File: config.mk
export PLATFORM = sky130hd
export DESIGN_NAME = stream_acq_ctrl_flat
export DESIGN_NICKNAME = d
export VERILOG_FILES = /design/src/rtl/stream_acq_if.sv /design/src/rtl/stream_acq_ctrl.sv /design/src/flat_wrapper.sv
export SDC_FILE = /design/constraint.sdc
export NUM_CORES = 1
export LEC_CHECK = 0
export ABC_AREA = 1
export CAP_MARGIN = 20
export CELL_PAD_IN_SITES_DETAIL_PLACEMENT = 1
export CELL_PAD_IN_SITES_GLOBAL_PLACEMENT = 2
export CORE_MARGIN = 3
export CORE_UTILIZATION = 37
export CTS_CLUSTER_SIZE = 14
export DETAILED_ROUTE_END_ITERATION = 8
export GPL_ROUTABILITY_DRIVEN = 1
export HOLD_SLACK_MARGIN = 0.1
export PLACE_DENSITY = 0.94
export SLEW_MARGIN = 5
export SYNTH_ARGS = -nofsm -noshare
export SYNTH_HDL_FRONTEND = slang
export SYNTH_SLANG_ARGS = --single-unit
File: constraint.sdc
create_clock -name CLK_40 -period 5.1 [get_ports CLK_40]
set_input_delay 1.02 -clock CLK_40 [delete_from_list [all_inputs] [get_ports CLK_40]]
set_output_delay 1.02 -clock CLK_40 [all_outputs]
set_load 0.05 [all_outputs]
File: src/rtl/stream_acq_if.sv
// rtl/stream_acq_if.sv - Pin and handshake bundle between stream_acq_ctrl and its surroundings
interface stream_acq_if;
    logic       init;
    logic       MISO;
    logic       video_data_ready;
    logic       audio_data_ready;
    logic       MOSI;
    logic       chip_select;
    logic       SPI_clk_en;
    logic       audio_clk_en;
    logic       write_video;
    logic       write_audio;
    logic [7:0] audio_byte;
    logic       start_req;
    logic       read_bank1;
    logic       read_bank2;
    logic       write_bank1;
    logic       write_bank2;

    modport master (
        input  init, MISO, video_data_ready, audio_data_ready,
        output MOSI, chip_select, SPI_clk_en, audio_clk_en, write_video, write_audio,
               audio_byte, start_req, read_bank1, read_bank2, write_bank1, write_bank2
    );

    modport slave (
        output init, MISO, video_data_ready, audio_data_ready,
        input  MOSI, chip_select, SPI_clk_en, audio_clk_en, write_video, write_audio,
               audio_byte, start_req, read_bank1, read_bank2, write_bank1, write_bank2
    );
endinterface

File: src/rtl/stream_acq_ctrl.sv
// rtl/stream_acq_ctrl.sv - SPI acquisition FSM, strobe generators and bank ping-pong; STREAM_AUDIO_EN adds the audio block
module stream_acq_ctrl #(
    parameter int         SPI_DIV     = 40,
    parameter int         AUDIO_DIV   = 907,
    parameter logic [7:0] CMD_BYTE    = 8'h52,
    parameter logic [7:0] HEADER_BYTE = 8'hFF,
    parameter int         VIDEO_BITS  = 76800,
    parameter int         AUDIO_BYTES = 32
) (
    input  logic         CLK_40,
    input  logic         reset,
    stream_acq_if.master bus
);
    localparam int CW = $clog2(VIDEO_BITS + 1);
    localparam int SW = $clog2(SPI_DIV + 1);
    localparam int AW = $clog2(AUDIO_DIV + 1);

    typedef enum logic [2:0] {S_IDLE, S_CMD, S_HUNT, S_VIDEO, S_AUDIO, S_WAIT} state_t;
    typedef enum logic [1:0] {M_IDLE, M_W1R2, M_W2R1} mode_t;

    state_t        state, state_nx;
    mode_t         mode, mode_nx;
    logic [SW-1:0] spi_cnt;
    logic [AW-1:0] aud_cnt;
    logic          spi_en, aud_tick;
    logic [6:0]    shift_reg;
    logic [7:0]    sample;
    logic [CW-1:0] bit_cnt, byte_cnt;
    logic          mosi_q;
    logic          header_hit, last_video, last_byte, byte_done, start_req, audio_ok;

    assign spi_en   = (spi_cnt == SW'(SPI_DIV - 1));
    assign aud_tick = (aud_cnt == AW'(AUDIO_DIV - 1));

    // Free-running SPI bit-rate divider
    always_ff @(posedge CLK_40) begin
        if (reset || spi_en) spi_cnt <= '0;
        else                 spi_cnt <= spi_cnt + SW'(1);
    end

    // Free-running audio sample-rate divider
    always_ff @(posedge CLK_40) begin
        if (reset || aud_tick) aud_cnt <= '0;
        else                   aud_cnt <= aud_cnt + AW'(1);
    end

    // The byte as it will look once the current MISO bit is shifted in
    assign sample     = {shift_reg, bus.MISO};
    // Only samples taken inside HUNT count toward a header (bit_cnt saturates at 7 there)
    assign header_hit = (bit_cnt >= CW'(7)) && (sample == HEADER_BYTE);
    assign last_video = (bit_cnt == CW'(VIDEO_BITS - 1));
    assign byte_done  = (bit_cnt == CW'(7));
    assign last_byte  = (byte_cnt == CW'(AUDIO_BYTES - 1));
    assign start_req  = (state == S_VIDEO) && spi_en && last_video;

`ifdef STREAM_AUDIO_EN
    assign audio_ok = bus.audio_data_ready;
`else
    logic audio_path_unused;
    assign audio_ok          = 1'b1;
    assign audio_path_unused = bus.audio_data_ready ^ aud_tick;
`endif

    // Data FSM state register
    always_ff @(posedge CLK_40) begin
        if (reset) state <= S_IDLE;
        else       state <= state_nx;
    end

    // Data FSM next-state; bit-level moves only happen on SPI strobes
    always_comb begin
        state_nx = state;
        case (state)
            S_IDLE:  if (bus.init) state_nx = S_CMD;
            S_CMD:   if (spi_en && byte_done) state_nx = S_HUNT;
            S_HUNT:  if (spi_en && header_hit) state_nx = S_VIDEO;
            S_VIDEO: if (spi_en && last_video) begin
`ifdef STREAM_AUDIO_EN
                state_nx = S_AUDIO;
`else
                state_nx = S_WAIT;
`endif
            end
            S_AUDIO: if (spi_en && byte_done && last_byte) state_nx = S_WAIT;
            S_WAIT:  if (bus.video_data_ready && audio_ok) state_nx = S_HUNT;
            default: state_nx = S_IDLE;
        endcase
    end

    // Shift register, bit/byte counters and MOSI; counters restart on every state change
    always_ff @(posedge CLK_40) begin
        if (reset) begin
            shift_reg <= '0;
            bit_cnt   <= '0;
            byte_cnt  <= '0;
            mosi_q    <= 1'b0;
        end else begin
            if (spi_en) begin
                shift_reg <= sample[6:0];
                if (state == S_CMD)       mosi_q <= CMD_BYTE[~bit_cnt[2:0]];
                else if (state != S_IDLE) mosi_q <= 1'b1;
            end
            if (state_nx != state) begin
                bit_cnt  <= '0;
                byte_cnt <= '0;
            end else if (spi_en) begin
                case (state)
                    S_CMD, S_VIDEO: bit_cnt <= bit_cnt + CW'(1);
                    S_HUNT:  if (!byte_done) bit_cnt <= bit_cnt + CW'(1);
                    S_AUDIO: begin
                        if (byte_done) begin
                            bit_cnt  <= '0;
                            byte_cnt <= byte_cnt + CW'(1);
                        end else begin
                            bit_cnt <= bit_cnt + CW'(1);
                        end
                    end
                    default: ;
                endcase
            end
        end
    end

`ifdef STREAM_AUDIO_EN
    logic [7:0] aud_byte_q;
    logic       wr_aud_q;

    // Capture each completed audio byte; write_audio and audio_byte appear together
    always_ff @(posedge CLK_40) begin
        if (reset) begin
            aud_byte_q <= '0;
            wr_aud_q   <= 1'b0;
        end else begin
            wr_aud_q <= 1'b0;
            if (state == S_AUDIO && spi_en && byte_done) begin
                aud_byte_q <= sample;
                wr_aud_q   <= 1'b1;
            end
        end
    end

    assign bus.audio_clk_en = aud_tick;
    assign bus.write_audio  = wr_aud_q;
    assign bus.audio_byte   = aud_byte_q;
`else
    assign bus.audio_clk_en = 1'b0;
    assign bus.write_audio  = 1'b0;
    assign bus.audio_byte   = 8'h00;
`endif

    // Mode FSM state register
    always_ff @(posedge CLK_40) begin
        if (reset) mode <= M_IDLE;
        else       mode <= mode_nx;
    end

    // Mode FSM: init arms W1R2, each end of frame swaps the bank roles
    always_comb begin
        mode_nx = mode;
        case (mode)
            M_IDLE:  if (bus.init) mode_nx = M_W1R2;
            M_W1R2:  if (start_req) mode_nx = M_W2R1;
            M_W2R1:  if (start_req) mode_nx = M_W1R2;
            default: mode_nx = M_IDLE;
        endcase
    end

    assign bus.MOSI        = mosi_q;
    assign bus.chip_select = (state == S_IDLE);
    assign bus.SPI_clk_en  = spi_en;
    assign bus.write_video = (state == S_VIDEO) && spi_en;
    assign bus.start_req   = start_req;
    assign bus.write_bank1 = (mode == M_W1R2);
    assign bus.read_bank2  = (mode == M_W1R2);
    assign bus.write_bank2 = (mode == M_W2R1);
    assign bus.read_bank1  = (mode == M_W2R1);
endmodule

File: src/flat_wrapper.sv
// flat-port wrapper written by rule: the top's interface ports become plain ports
module stream_acq_ctrl_flat 
#(
    parameter int         SPI_DIV     = 40,
    parameter int         AUDIO_DIV   = 907,
    parameter logic [7:0] CMD_BYTE    = 8'h52,
    parameter logic [7:0] HEADER_BYTE = 8'hFF,
    parameter int         VIDEO_BITS  = 76800,
    parameter int         AUDIO_BYTES = 32
)
  (CLK_40, reset, bus_init, bus_MISO, bus_video_data_ready, bus_audio_data_ready, bus_MOSI, bus_chip_select, bus_SPI_clk_en, bus_audio_clk_en, bus_write_video, bus_write_audio, bus_audio_byte, bus_start_req, bus_read_bank1, bus_read_bank2, bus_write_bank1, bus_write_bank2);
  stream_acq_if bus_i ();
  input  logic CLK_40;
  input  logic reset;
  input wire logic [$bits(bus_i.init)-1:0] bus_init;
  input wire logic [$bits(bus_i.MISO)-1:0] bus_MISO;
  input wire logic [$bits(bus_i.video_data_ready)-1:0] bus_video_data_ready;
  input wire logic [$bits(bus_i.audio_data_ready)-1:0] bus_audio_data_ready;
  output wire logic [$bits(bus_i.MOSI)-1:0] bus_MOSI;
  output wire logic [$bits(bus_i.chip_select)-1:0] bus_chip_select;
  output wire logic [$bits(bus_i.SPI_clk_en)-1:0] bus_SPI_clk_en;
  output wire logic [$bits(bus_i.audio_clk_en)-1:0] bus_audio_clk_en;
  output wire logic [$bits(bus_i.write_video)-1:0] bus_write_video;
  output wire logic [$bits(bus_i.write_audio)-1:0] bus_write_audio;
  output wire logic [$bits(bus_i.audio_byte)-1:0] bus_audio_byte;
  output wire logic [$bits(bus_i.start_req)-1:0] bus_start_req;
  output wire logic [$bits(bus_i.read_bank1)-1:0] bus_read_bank1;
  output wire logic [$bits(bus_i.read_bank2)-1:0] bus_read_bank2;
  output wire logic [$bits(bus_i.write_bank1)-1:0] bus_write_bank1;
  output wire logic [$bits(bus_i.write_bank2)-1:0] bus_write_bank2;
  assign bus_i.init = bus_init;
  assign bus_i.MISO = bus_MISO;
  assign bus_i.video_data_ready = bus_video_data_ready;
  assign bus_i.audio_data_ready = bus_audio_data_ready;
  assign bus_MOSI = bus_i.MOSI;
  assign bus_chip_select = bus_i.chip_select;
  assign bus_SPI_clk_en = bus_i.SPI_clk_en;
  assign bus_audio_clk_en = bus_i.audio_clk_en;
  assign bus_write_video = bus_i.write_video;
  assign bus_write_audio = bus_i.write_audio;
  assign bus_audio_byte = bus_i.audio_byte;
  assign bus_start_req = bus_i.start_req;
  assign bus_read_bank1 = bus_i.read_bank1;
  assign bus_read_bank2 = bus_i.read_bank2;
  assign bus_write_bank1 = bus_i.write_bank1;
  assign bus_write_bank2 = bus_i.write_bank2;
  stream_acq_ctrl #(.SPI_DIV(SPI_DIV), .AUDIO_DIV(AUDIO_DIV), .CMD_BYTE(CMD_BYTE), .HEADER_BYTE(HEADER_BYTE), .VIDEO_BITS(VIDEO_BITS), .AUDIO_BYTES(AUDIO_BYTES)) u_core (.CLK_40(CLK_40), .reset(reset), .bus(bus_i));
endmodule
Word level (Yosys, flattened, before mapping)
Memories as Yosys holds them, arrays and structs flattened.
Cells that the tools add are included.
Cells by class
  add/subtract/negate cells: 3
  multipliers: 0
  div/mod/pow operators: 0
  order comparisons: 2
  equality and inequality tests: 17
  shift-type cells: 0
  mux-type cells: 17
  bitwise gates (word level): 1
  reduce and logical (&&, ||, !) cells: 19
Operators with widths (number)
  $pmux 17 s3: 1
  $add 17x1->17 const B: 2
  $mux 17: 2
  $mux 3: 6
  $pmux 3 s6: 1
  $eq 17x17->1 const B: 1
  $eq 17x3->1 const B: 1
  $eq 17x5->1 const B: 1
  $ge 17x3->1 const B: 1
  $reduce_and 3->1: 3
  $eq 8x8->1 const B: 1
  $ne 2x2->1 const B: 4
  $logic_and 1x1->1: 7
  $add 6x1->6 const B: 1
  $eq 3x2->1 const B: 2
  $eq 3x3->1 const B: 2
  $eq 6x6->1 const B: 1
  $mux 2: 3
  $pmux 2 s3: 1
  $reduce_bool 3->1: 2
  $lt 3x4->1 const B: 1
  $reduce_or 2->1: 2
  $eq 3x1->1 const B: 1
  $logic_not 3->1: 1
  9 further kinds: 11
Storage, ports and cells
  register bits after elaboration: 53
  bits in latches: 0
  bits in writable memories: 0
  memory bits (read-only): 8
  input bits: 6
  output and inout port bits: 19
  word-level logic and storage cells: 67
  memories: 1
Memory list
  (no name shown): words 8, bits a word 1, rd ports 1, clocked after memory_dff 0, write ports 0, RTL line stream_acq_ctrl.sv:100  | if (state == S_CMD) mosi_q <= CMD_BYTE[~bit_cnt[2:0]];

Depth between registers and ports, before layout
Gate-level depths: netlist of run 1.
  depth in word-level cells: 7
  mapped depth: 13
  gate-level depth less buffers: 12

Least setup slack after synthesis of run 1
Ideal clock, no wire load.
  kind: reg-to-output
  from: reg u_core.spi_cnt[0]
  to: out bus_start_req
  arrival time: 2059 ps
  required time: 4080 ps
  path slack: 2021 ps
  stages on the path, launching flop included: 8
  buffers on the path: 0
  cell sequence: dfxtp_1 -> ha_1 -> nand2_1 -> inv_2 -> nand3_2 -> nor2_1 -> nand3_4 -> inv_1
Between the ends
  word-level cells in the longest chain between the ends: 3
RTL lines
  from (decl): RTL line stream_acq_ctrl.sv:23  | logic [SW-1:0] spi_cnt;
  from (signal assigned): RTL line stream_acq_ctrl.sv:38  | else spi_cnt <= spi_cnt + SW'(1);
  $eq 6x6->1: RTL line stream_acq_ctrl.sv:32  | assign spi_en = (spi_cnt == SW'(SPI_DIV - 1));
  $logic_and 1x1->1
  named net bus_write_video: RTL line flat_wrapper.sv:23  | output wire logic [$bits(bus_i.write_video)-1:0] bus_write_video;
  $logic_and 1x1->1: RTL line stream_acq_ctrl.sv:54  | assign start_req = (state == S_VIDEO) && spi_en && last_video;
  to (decl): RTL line flat_wrapper.sv:26  | output wire logic [$bits(bus_i.start_req)-1:0] bus_start_req;
The timed path passes the listed nets, and every way through them passes these cells.

Final worst setup path of run 1
  from: reg u_core.spi_cnt[0]
  to: out bus_start_req
Between the ends
  word-level cells in the longest chain between the ends: 3
RTL lines (RTL line)
  $eq 6x6->1: stream_acq_ctrl.sv:32
  $logic_and 1x1->1 (2 in a row): stream_acq_ctrl.sv:54
Every way passes these cells.

==> results of run 1 <==
## worst paths after layout
path                startpoint                  to  depth (start not counted)
max          u_core.spi_cnt[0]       bus_start_req                          8
min reg2reg     u_core.mode[1]      u_core.mode[0]                          1
min             u_core.mode[1]      u_core.mode[0]                          1
max reg2reg  u_core.spi_cnt[0]  u_core.byte_cnt[4]                         11
## layer usage
layer / vias up / wire length, µm
met1: 1528 / 4153
li1: 1649 / -
met2: 23 / 4409
met4: 0 / 143
met3: 11 / 190
met5: - / 0
## report_power, final
part,internal [W],switching (W),total [W],leakage [nW]
logic,0.0000189,0.0000632,0.0000821,0.886
clock network,0.0000973,0.000156,0.000253,0.0374
registers,0.000417,0.00000424,0.000421,0.428
## logic make-up (layout without fill, tap and decap cells)
| family | after synthesis | after routing | share of synthesized area, % |
|---|---|---|---|
| AO/OA/AOI/OAI | 55 | 55 | 7.972 |
| XOR/XNOR | 24 | 24 | 5.651 |
| adder cells (fa/ha/maj) | 4 | 4 | 1.345 |
| buffers and inverters | 102 | 99 | 13.99 |
| flip-flops | 53 | 53 | 28.52 |
| other | 1 | 10 | 0.1008 |
| AND/OR/NAND/NOR | 290 | 290 | 42.41 |
## stage by stage
step | instances | worst slack [ns] | instance area, µm² | util [%] | total power [W]
2_1_floorplan | 538 | 2.021 | 3754 | - | 0.0005096
3_3_place_gp | 655 | 1.719 | 3817 | 40.17 | 0.0005056
3_5_place_dp | 655 | 1.630 | 3817 | 40.17 | 0.0005082
4_1_cts | 663 | 1.291 | 3905 | 41.09 | 0.0007630
5_1_grt | 664 | 1.089 | 3933 | 41.38 | 0.0007904
6_report | 664 | 1.329 | 3933 | 41.38 | 0.0007565
## worst max-delay path: stages (launching register included)
cell             delay, ns
dfxtp_1               0.40
ha_1                  0.21
nand2_1               0.09
inv_2                 0.09
nand3_2               0.27
nor2_1                0.32
nand3_4               0.15
inv_1                 0.10
clkdlybuf4s50_1       0.80
## synthesized netlist by cell type
| master | instances |
|---|---|
| xor2_1 | 21 |
| clkinv_1 | 1 |
| buf_1 | 1 |
| o21ai_0 | 33 |
| xnor2_1 | 3 |
| nand2_1 | 88 |
| inv_1 | 70 |
| nor2_1 | 80 |
| o211ai_2 | 1 |
| buf_12 | 3 |
| a21oi_1 | 14 |
| nand3_2 | 2 |
| buf_2 | 5 |
| inv_2 | 5 |
| nand4_1 | 14 |
| nor2_2 | 3 |
| buf_6 | 5 |
| o22ai_1 | 1 |
| conb_1 | 1 |
| buf_4 | 12 |
| nand3_1 | 34 |
| nor4_1 | 2 |
| nand3_4 | 2 |
| o21bai_1 | 2 |
| nand3b_1 | 2 |
| nor3_1 | 16 |
| nor3_2 | 1 |
| ha_1 | 4 |
| nand2_2 | 6 |
| o21a_1 | 2 |
| a31oi_1 | 2 |
| nor2_4 | 38 |
| dfxtp_1 | 53 |
| nor3_4 | 2 |
## area by class of cell
type	count	area [µm²]
Clock buffer	6	72.57
Clock inverter	2	15.01
Fill cell	1269	5570
Inverter	76	285.3
Multi-Input combinational cell	383	2172
Sequential cell	53	1061
Tap cell	129	161.4
Timing Repair Buffer	15	165.2
==> results.ini, run 1 <==
[cts]
cts_root_buf = clkbuf_8
clkTransAtPathRegs_ns = 0.10
clock-sinks = 53
clk_latency_ns = 0.33
cts_hold_buf = 0
cts_tree = built
cts_setup_buffers = 0
ctsHtreeMaxLevel = 2
cts_made_buffers = 5
ctsResizeCount = 0
clockBufferDepth = 2

[sta]
drv_slew = 0
setup_tns_ns = 0
hold_slack_ns = 0.4807
rsz0062_at_grt = false
finalSetupViolations = 0
fin_crit_sh_pct = 73.93
skew_ns = 0.01632
finalHoldViolCount = 0
slew_headroom_pct = 47.12
min_period_ns = 3.771
worst_slew_pin_slew_ns = 0.7924
fmax_mhz = 265.2

[route]
drt-total-wl_um = 8896
antenna_left = 0
initialDrtViolationCount = 86
post_drt_wl_per_cell_um = 13.40
via_count = 3211
avgViaCountPerCell = 4.836
drc = 0
firstDrtPassIters = 4

[floorplan]
design.core.area_mm2 = 0.009503
die_area_mm2 = 0.01129
io-pin-count = 25
start_util_pct = 39.14
chipWidth_um = 106.3
die-height_um = 106.3
rows = 35

[synthesis]
yosysTopAreaCell = dfxtp_1
syn-cell-area_mm2 = 0.003720
synth_cells = 529
synthTopCellsByArea = dfxtp_1 (29%), nor2_4 (12%), nand2_1 (8.9%)
postSynthAreaPerCell_um2 = 7.032
yosysSeqAreaShare_pct = 28.52
synth_seq_cells = 53
synth_cell_types = 34
yosysWarningCount = 0
yosys.area.top_type_share_pct = 28.52

[finish]
final_common_cell = nand2_1
drive_above_1_share_pct = 12.90
nets = 544
area_growth_pct = 5.718
antenna_cells = 0
layout_common_cells = nand2_1 (88), nor2_1 (80), inv_1 (70)

[global_route]
grt_first_pass_wirelength_um = 15740
grt_max_degree = 35
grt_usage_pct = 17.03
grt_pass1_vias = 3364
grt_overflow = 0
grtUsageMet1_pct = 21.12
antenna_found_initial = 0
busiest_layer = met2
use_met3_pct = 2.914
grt_use_met2_pct = 30.18

[job]
max_cap_violations = 0

[critical_path]
rrSetupSlack_ns = 2.13
worstSetupStartpointType = flip-flop
path_max_fanout = 12
path_class = flip-flop to primary output
end_kind = primary output
worstPathRequired_ns = 4.08
cp.arrival_ns = 2.75

[place]
portBuffers = 13
gp_congestion = 0.8149
dp_hpwl_um = 6816

[power_and_ir_drop]
p_leak_nw = 1.351
max-vdd-ir-drop_mv = 0.1073
power_density_mw_per_mm2 = 192.4

[run_status]
status = finished, final reports clean

[hold_path]
hold_class = flip-flop to flip-flop

(Power assumes the default switching activity.)
==> run 2, diff against run 1 <==
--- a/config.mk
+++ b/config.mk
@@ -10,12 +10,12 @@
 export CELL_PAD_IN_SITES_DETAIL_PLACEMENT = 1
 export CELL_PAD_IN_SITES_GLOBAL_PLACEMENT = 2
 export CORE_MARGIN = 3
-export CORE_UTILIZATION = 37
+export CORE_UTILIZATION = 31
 export CTS_CLUSTER_SIZE = 14
 export DETAILED_ROUTE_END_ITERATION = 8
 export GPL_ROUTABILITY_DRIVEN = 1
 export HOLD_SLACK_MARGIN = 0.1
-export PLACE_DENSITY = 0.94
+export PLACE_DENSITY = 0.85
 export SLEW_MARGIN = 5
 export SYNTH_ARGS = -nofsm -noshare
 export SYNTH_HDL_FRONTEND = slang
==> constraint.sdc (replaced) <==
create_clock -name CLK_40 -period 3.06 [get_ports CLK_40]
set_input_delay 0.612 -clock CLK_40 [delete_from_list [all_inputs] [get_ports CLK_40]]
set_output_delay 0.612 -clock CLK_40 [all_outputs]
set_load 0.05 [all_outputs]
==> run 2 against run 1 <==
Clock power is 140% higher; flip-flop and latch count stayed put; design area is 2.3% higher; non-clock buffer count is 5 higher; via count is 1.1% higher; hold slack worse by 0.019 ns; sequential share of layout area is 0.61 points lower; routed wire length is 0.24% lower; combinational power is 61% higher; worst setup slack worse by 1.0 ns; count of clock-buffer cells in the layout is 1 lower; highest routed layer unchanged.
==> results.ini, run 2 (synthesized netlist as in run 1, its figures left out) <==
[run_status]
status = finished, final reports clean  ; unchanged

[place]
dp_hpwl_um = 6881  ; was 6816 µm
place_inst = 675  ; was 655
gp_congestion = 0.7993  ; was 0.8149
portBuffers = 13  ; unchanged

[critical_path]
r2r_end = u_core.byte_cnt[3]  ; was u_core.byte_cnt[4]
cp.arrival_ns = 2.14  ; was 2.75 ns
end_kind = primary output  ; unchanged
path_class = flip-flop to primary output  ; unchanged
reg2regPathDepth = 13  ; was 11
rrSetupSlack_ns = 0.38  ; was 2.13 ns
worstSetupStartpointType = flip-flop  ; unchanged
r2r_start = u_core.spi_cnt[0]  ; unchanged
startpoint = u_core.spi_cnt[0]  ; unchanged
worstPathRequired_ns = 2.45  ; was 4.08 ns
cp-endpoint = bus_start_req  ; unchanged
path_max_fanout = 12  ; unchanged

[floorplan]
start_util_pct = 32.16  ; was 39.14%
die_area_mm2 = 0.01335  ; was 0.01129 mm²
design.core.area_mm2 = 0.01156  ; was 0.009503 mm²
chipWidth_um = 115.5  ; was 106.3 µm
die-height_um = 115.5  ; was 106.3 µm
io-pin-count = 25  ; unchanged
rows = 39  ; was 35

[cts]
cts_hold_buf = 0  ; unchanged
ctsResizeCount = 0  ; unchanged
clk_latency_ns = 0.30  ; was 0.33 ns
clock-sinks = 53  ; unchanged
clockBufferDepth = 2  ; unchanged
cts_root_buf = clkbuf_16  ; was clkbuf_8
clkTransAtPathRegs_ns = 0.08  ; was 0.10 ns
cts_made_buffers = 5  ; unchanged
cts_tree = built  ; unchanged
cts_setup_buffers = 0  ; unchanged
ctsHtreeMaxLevel = 2  ; unchanged

[route]
initialDrtViolationCount = 85  ; was 86
via_count = 3247  ; was 3211
drt-total-wl_um = 8875  ; was 8896 µm
drc = 0  ; unchanged
firstDrtPassIters = 4  ; unchanged
avgViaCountPerCell = 4.754  ; was 4.836
antenna_left = 0  ; unchanged
post_drt_wl_per_cell_um = 12.99  ; was 13.40 µm

[finish]
regArea_mm2 = 0.001061  ; unchanged
nets = 549  ; was 544
antenna_cells = 0  ; unchanged
drive_above_1_share_pct = 14.44  ; was 12.90%
multiInputGateArea_mm2 = 0.002172  ; unchanged
fill_cells = 1480  ; was 1269
area_growth_pct = 8.174  ; was 5.718%
layout_common_cells = nand2_1 (88), nor2_1 (80), inv_1 (70)  ; unchanged
final_common_cell = nand2_1  ; unchanged
stdcell_count = 683  ; was 664

[sta]
rsz0062_at_grt = false  ; unchanged
min_period_ns = 2.755
worst_slew_pin_slew_ns = 0.7137  ; was 0.7924 ns
skew_ns = 0.01013  ; was 0.01632 ns
finalSetupViolations = 0  ; unchanged
finalHoldViolCount = 0  ; unchanged
fmax_mhz = 363.0
slew_headroom_pct = 52.28  ; was 47.12%
fin_crit_sh_pct = 90.02
setup_tns_ns = 0  ; unchanged
drv_slew = 0  ; unchanged

[global_route]
grt_usage_pct = 14.20  ; was 17.03%
grt_first_pass_wirelength_um = 15460  ; was 15740 µm
grt_overflow = 0  ; unchanged
grt_max_degree = 26  ; was 35
antenna_found_initial = 0  ; unchanged
grt_pass1_vias = 3189  ; was 3364

[power_and_ir_drop]
p_leak_nw = 1.405  ; was 1.351 nW
power_density_mw_per_mm2 = 355.3  ; was 192.4 mW/mm²
max-vdd-ir-drop_mv = 0.1544  ; was 0.1073 mV

[hold_path]
hold_class = flip-flop to flip-flop  ; unchanged

[job]
max_cap_violations = 0  ; unchanged

[run 2: cell count changes in the layout (fill, tap and decap cells not counted), sizes merged]
cell / before / now
buf: 2 / 10
inv: 75 / 76
clkdlybuf4s50: 13 / 10
clkbuf: 6 / 5
[run 2: worst min path at each step]
| stage | cells after the start | slack, ns | to | startpoint |
|---|---|---|---|---|
| global placement | 1 | 0.44 | u_core.mode[0] | u_core.mode[1] |
| floorplan | 1 | 0.43 | u_core.mode[0] | u_core.mode[1] |
| detailed placement | 1 | 0.45 | u_core.mode[0] | u_core.mode[1] |
| CTS | 1 | 0.47 | u_core.mode[0] | u_core.mode[1] |
| finish | 1 | 0.46 | u_core.mode[0] | u_core.mode[1] |
| global route | 1 | 0.49 | u_core.mode[0] | u_core.mode[1] |
[run 2: report_power, final]
group | internal [W] | switching, W
registers | 0.000694 | 0.00000723
logic | 0.0000279 | 0.000104
clock network | 0.000310 | 0.000286
[run 2: layout make-up]
cell class              instances  share of cell area [%]
well taps                     143                   4.447
flip-flops and latches         53                   26.37
clock buffers                   5                   3.109
multi-input cells             383                   53.98
clock inverters                 3                  0.6530
repair buffers                 20                   4.353
inverters                      76                   7.090
[run 2: per-layer routing]
| layer | vias up | GRT usage (%) | wire length (µm) |
|---|---|---|---|
| met5 | - | 0 | 0 |
| met4 | 0 | 3.286 | 71 |
| met3 | 5 | 2.350 | 168 |
| met2 | 16 | 24.65 | 4401 |
| met1 | 1566 | 18.46 | 4235 |
| li1 | 1660 | - | - |
[run 2: worst max-delay path, stage by stage (launching register included)]
cell and delay [ns]:
dfxtp_1 0.39, ha_1 0.19, nand2_1 0.08, inv_2 0.08, nand3_2 0.28, nor2_1 0.36
nand3_4 0.15, inv_1 0.11, buf_4 0.20
[run 2: per-stage QoR]
stage	hold WS, ns	power (W)	utilization, %	worst slack [ns]	cell area (µm²)
floorplan	0.4277	0.0008493	-	0.3892	3754
detailed placement	0.4544	0.0008516	33.48	0.3749	3872
finish	0.4615	0.001430	34.79	0.3053	4024
global placement	0.4358	0.0008484	33.48	0.4349	3872
global route	0.4904	0.001492	34.79	0.06932	4024
CTS	0.4661	0.001460	34.79	0.2844	4024
==> run 3, diff against run 2 <==
--- a/config.mk
+++ b/config.mk
@@ -10,12 +10,12 @@
 export CELL_PAD_IN_SITES_DETAIL_PLACEMENT = 1
 export CELL_PAD_IN_SITES_GLOBAL_PLACEMENT = 2
 export CORE_MARGIN = 3
-export CORE_UTILIZATION = 31
+export CORE_UTILIZATION = 34
 export CTS_CLUSTER_SIZE = 14
 export DETAILED_ROUTE_END_ITERATION = 8
 export GPL_ROUTABILITY_DRIVEN = 1
 export HOLD_SLACK_MARGIN = 0.1
-export PLACE_DENSITY = 0.85
+export PLACE_DENSITY = 0.88
 export SLEW_MARGIN = 5
 export SYNTH_ARGS = -nofsm -noshare
 export SYNTH_HDL_FRONTEND = slang
==> constraint.sdc (replaced) <==
create_clock -name CLK_40 -period 2.8 [get_ports CLK_40]
set_input_delay 0.56 -clock CLK_40 [delete_from_list [all_inputs] [get_ports CLK_40]]
set_output_delay 0.56 -clock CLK_40 [all_outputs]
set_load 0.05 [all_outputs]
==> run 3 against run 2 <==
Clock skew rose by 0.0058 ns; die area is 8.4% lower; first-iteration DRC count is 4.7% higher; highest routed layer unchanged; via count shrank 0.77%; final cell count shrank 0.73%.
==> results.ini, run 3 (synthesized netlist as in run 1, its figures left out) <==
[global_route]
grt_max_degree = 24  ; was 26
grt_overflow = 0  ; unchanged
grt_usage_pct = 15.33  ; was 14.20%
grt_first_pass_wirelength_um = 15660  ; was 15460 µm
grt_pass1_vias = 3328  ; was 3189
antenna_found_initial = 0  ; unchanged

[critical_path]
worstPathRequired_ns = 2.24  ; was 2.45 ns
path_class = flip-flop to primary output  ; unchanged
rrSetupSlack_ns = 0.40  ; was 0.38 ns
slowest_stage = dfxtp_1  ; unchanged
r2r_start = u_core.spi_cnt[0]  ; unchanged
cp_top_family = simple AND/OR/NAND/NOR gates  ; unchanged
crit_chain = ha_1, nand2_1, inv_2, nand3_2, nor2_1, nand3_4, inv_1, buf_12  ; was ha_1, nand2_1, inv_2, nand3_2, nor2_1, nand3_4, inv_1, buf_4
reg2regPathDepth = 11  ; was 13
end_kind = primary output  ; unchanged
cp.arrival_ns = 2.02  ; was 2.14 ns
worstSetupStartpointType = flip-flop  ; unchanged
r2r_end = u_core.byte_cnt[11]  ; was u_core.byte_cnt[3]
crit_buf_inv = 3  ; unchanged
path_max_fanout = 7  ; was 12
max_stage_delay_ns = 0.39  ; about the same

[floorplan]
io-pin-count = 25  ; unchanged
design.core.area_mm2 = 0.01046  ; was 0.01156 mm²
chipWidth_um = 110.6  ; was 115.5 µm
start_util_pct = 35.55  ; was 32.16%
rows = 37  ; was 39
die-height_um = 110.6  ; was 115.5 µm
die_area_mm2 = 0.01223  ; was 0.01335 mm²

[hold_path]
hold_depth = 1  ; unchanged
hold_class = flip-flop to flip-flop  ; unchanged
hold_path.startpoint = u_core.mode[1]  ; unchanged
min_to = u_core.mode[0]  ; unchanged

[cts]
clock-sinks = 53  ; unchanged
clkTransAtPathRegs_ns = 0.11  ; was 0.08 ns
cts_made_buffers = 5  ; unchanged
cts_setup_buffers = 0  ; unchanged
ctsHtreeMaxLevel = 2  ; unchanged
clockBufferDepth = 2  ; unchanged
cts_tree = built  ; unchanged
cts_root_buf = clkbuf_8  ; was clkbuf_16
ctsResizeCount = 0  ; unchanged
cts_hold_buf = 0  ; unchanged
clk_latency_ns = 0.34  ; was 0.30 ns

[sta]
finalHoldViolCount = 0  ; unchanged
fin_crit_sh_pct = 92.03
hold_slack_ns = 0.4572  ; was 0.4615 ns
worst_slew_pin_slew_ns = 0.6855  ; was 0.7137 ns
min_period_ns = 2.577
rsz0062_at_grt = false  ; unchanged
setup_tns_ns = 0  ; unchanged
skew_ns = 0.01592  ; was 0.01013 ns
drv_slew = 0  ; unchanged
fmax_mhz = 388.1
slew_headroom_pct = 54.17  ; was 52.28%
finalSetupViolations = 0  ; unchanged

[route]
drt-total-wl_um = 8968  ; was 8875 µm
antenna_left = 0  ; unchanged
avgViaCountPerCell = 4.752  ; was 4.754
via_count = 3222  ; was 3247
post_drt_wl_per_cell_um = 13.23  ; was 12.99 µm
drc = 0  ; unchanged
initialDrtViolationCount = 89  ; was 85
firstDrtPassIters = 4  ; unchanged

[power_and_ir_drop]
p_leak_nw = 1.402  ; was 1.405 nW
power_density_mw_per_mm2 = 349.0  ; was 355.3 mW/mm²
max-vdd-ir-drop_mv = 0.1531  ; was 0.1544 mV

[finish]
layout_common_cells = nand2_1 (88), nor2_1 (80), inv_1 (70)  ; unchanged
final_common_cell = nand2_1  ; unchanged
drive_above_1_share_pct = 14.76  ; was 14.44%
area_growth_pct = 7.837  ; was 8.174%
nets = 551  ; was 549
fill_cells = 1391  ; was 1480
antenna_cells = 0  ; unchanged
fin_util_pct = 38.34  ; was 34.79%

[place]
portBuffers = 13  ; unchanged
dp_hpwl_um = 7078  ; was 6881 µm
gp_congestion = 0.7904  ; was 0.7993

[run_status]
status = finished, final reports clean  ; unchanged

[job]
max_cap_violations = 0  ; unchanged

run 3: changes by cell type in the layout (fill, tap and decap cells not counted):
cell	before	now
clkbuf_16	5	0
clkbuf_8	0	5
buf_12	0	3
buf_4	10	9
run 3: per-stage QoR:
stage | cell area (µm²) | power, W | std cells | setup slack (ns)
2_1_floorplan | 3754 | 0.0009282 | 538 | 0.1812
3_3_place_gp | 3916 | 0.0009385 | 670 | 0.4621
3_5_place_dp | 3916 | 0.0009415 | 670 | 0.4259
4_1_cts | 4011 | 0.001435 | 678 | 0.1777
5_1_grt | 4011 | 0.001471 | 678 | 0.02608
6_report | 4011 | 0.001400 | 678 | 0.2231
run 3: per-layer routing:
| layer | vias up | global-route usage, % | part of all wire [%] |
|---|---|---|---|
| met5 | - | 0 | 0 |
| met4 | 0 | 4.269 | 1.3 |
| met3 | 7 | 3.342 | 2.5 |
| met2 | 24 | 26.86 | 51 |
| met1 | 1524 | 18.86 | 46 |
| li1 | 1667 | - | - |
run 3: worst max path at each step:
stage / startpoint / end / slack (ns) / depth (start not counted)
after floorplan: u_core.spi_cnt[0] / bus_start_req / 0.18 / 7
after global placement: u_core.spi_cnt[0] / u_core.byte_cnt[12] / 0.46 / 11
after detailed placement: u_core.spi_cnt[0] / u_core.byte_cnt[11] / 0.43 / 11
after CTS: u_core.spi_cnt[0] / bus_start_req / 0.18 / 8
after global routing: u_core.spi_cnt[0] / bus_start_req / 0.03 / 8
final: u_core.spi_cnt[0] / bus_start_req / 0.22 / 8
run 3: power breakdown:
part,switching (W),internal (W)
combinational,0.000115,0.0000399
clock,0.000296,0.000183
sequential,0.00000725,0.000759
total,0.000418,0.000982
run 3: cell type report:
class	count	area [µm²]	share of cell area (%)
timing repair buffer	22	227.7	5.677
multi-input combinational	383	2172	54.15
clock buffer	5	68.82	1.716
clock inverter	3	26.28	0.6550
sequential	53	1061	26.45
inverter	76	285.3	7.112
tap	136	170.2	4.242
run 3: worst reg2reg max path, cell delays in order (launching register included):
cell      delay (ns)
dfxtp_1         0.35
ha_1            0.22
nand2_1         0.10
inv_2           0.06
nand3_2         0.19
clkinv_1        0.27
nand3_1         0.21
o21ai_0         0.12
nor3_2          0.22
nand3_4         0.24
buf_4           0.27
nor2_4          0.09
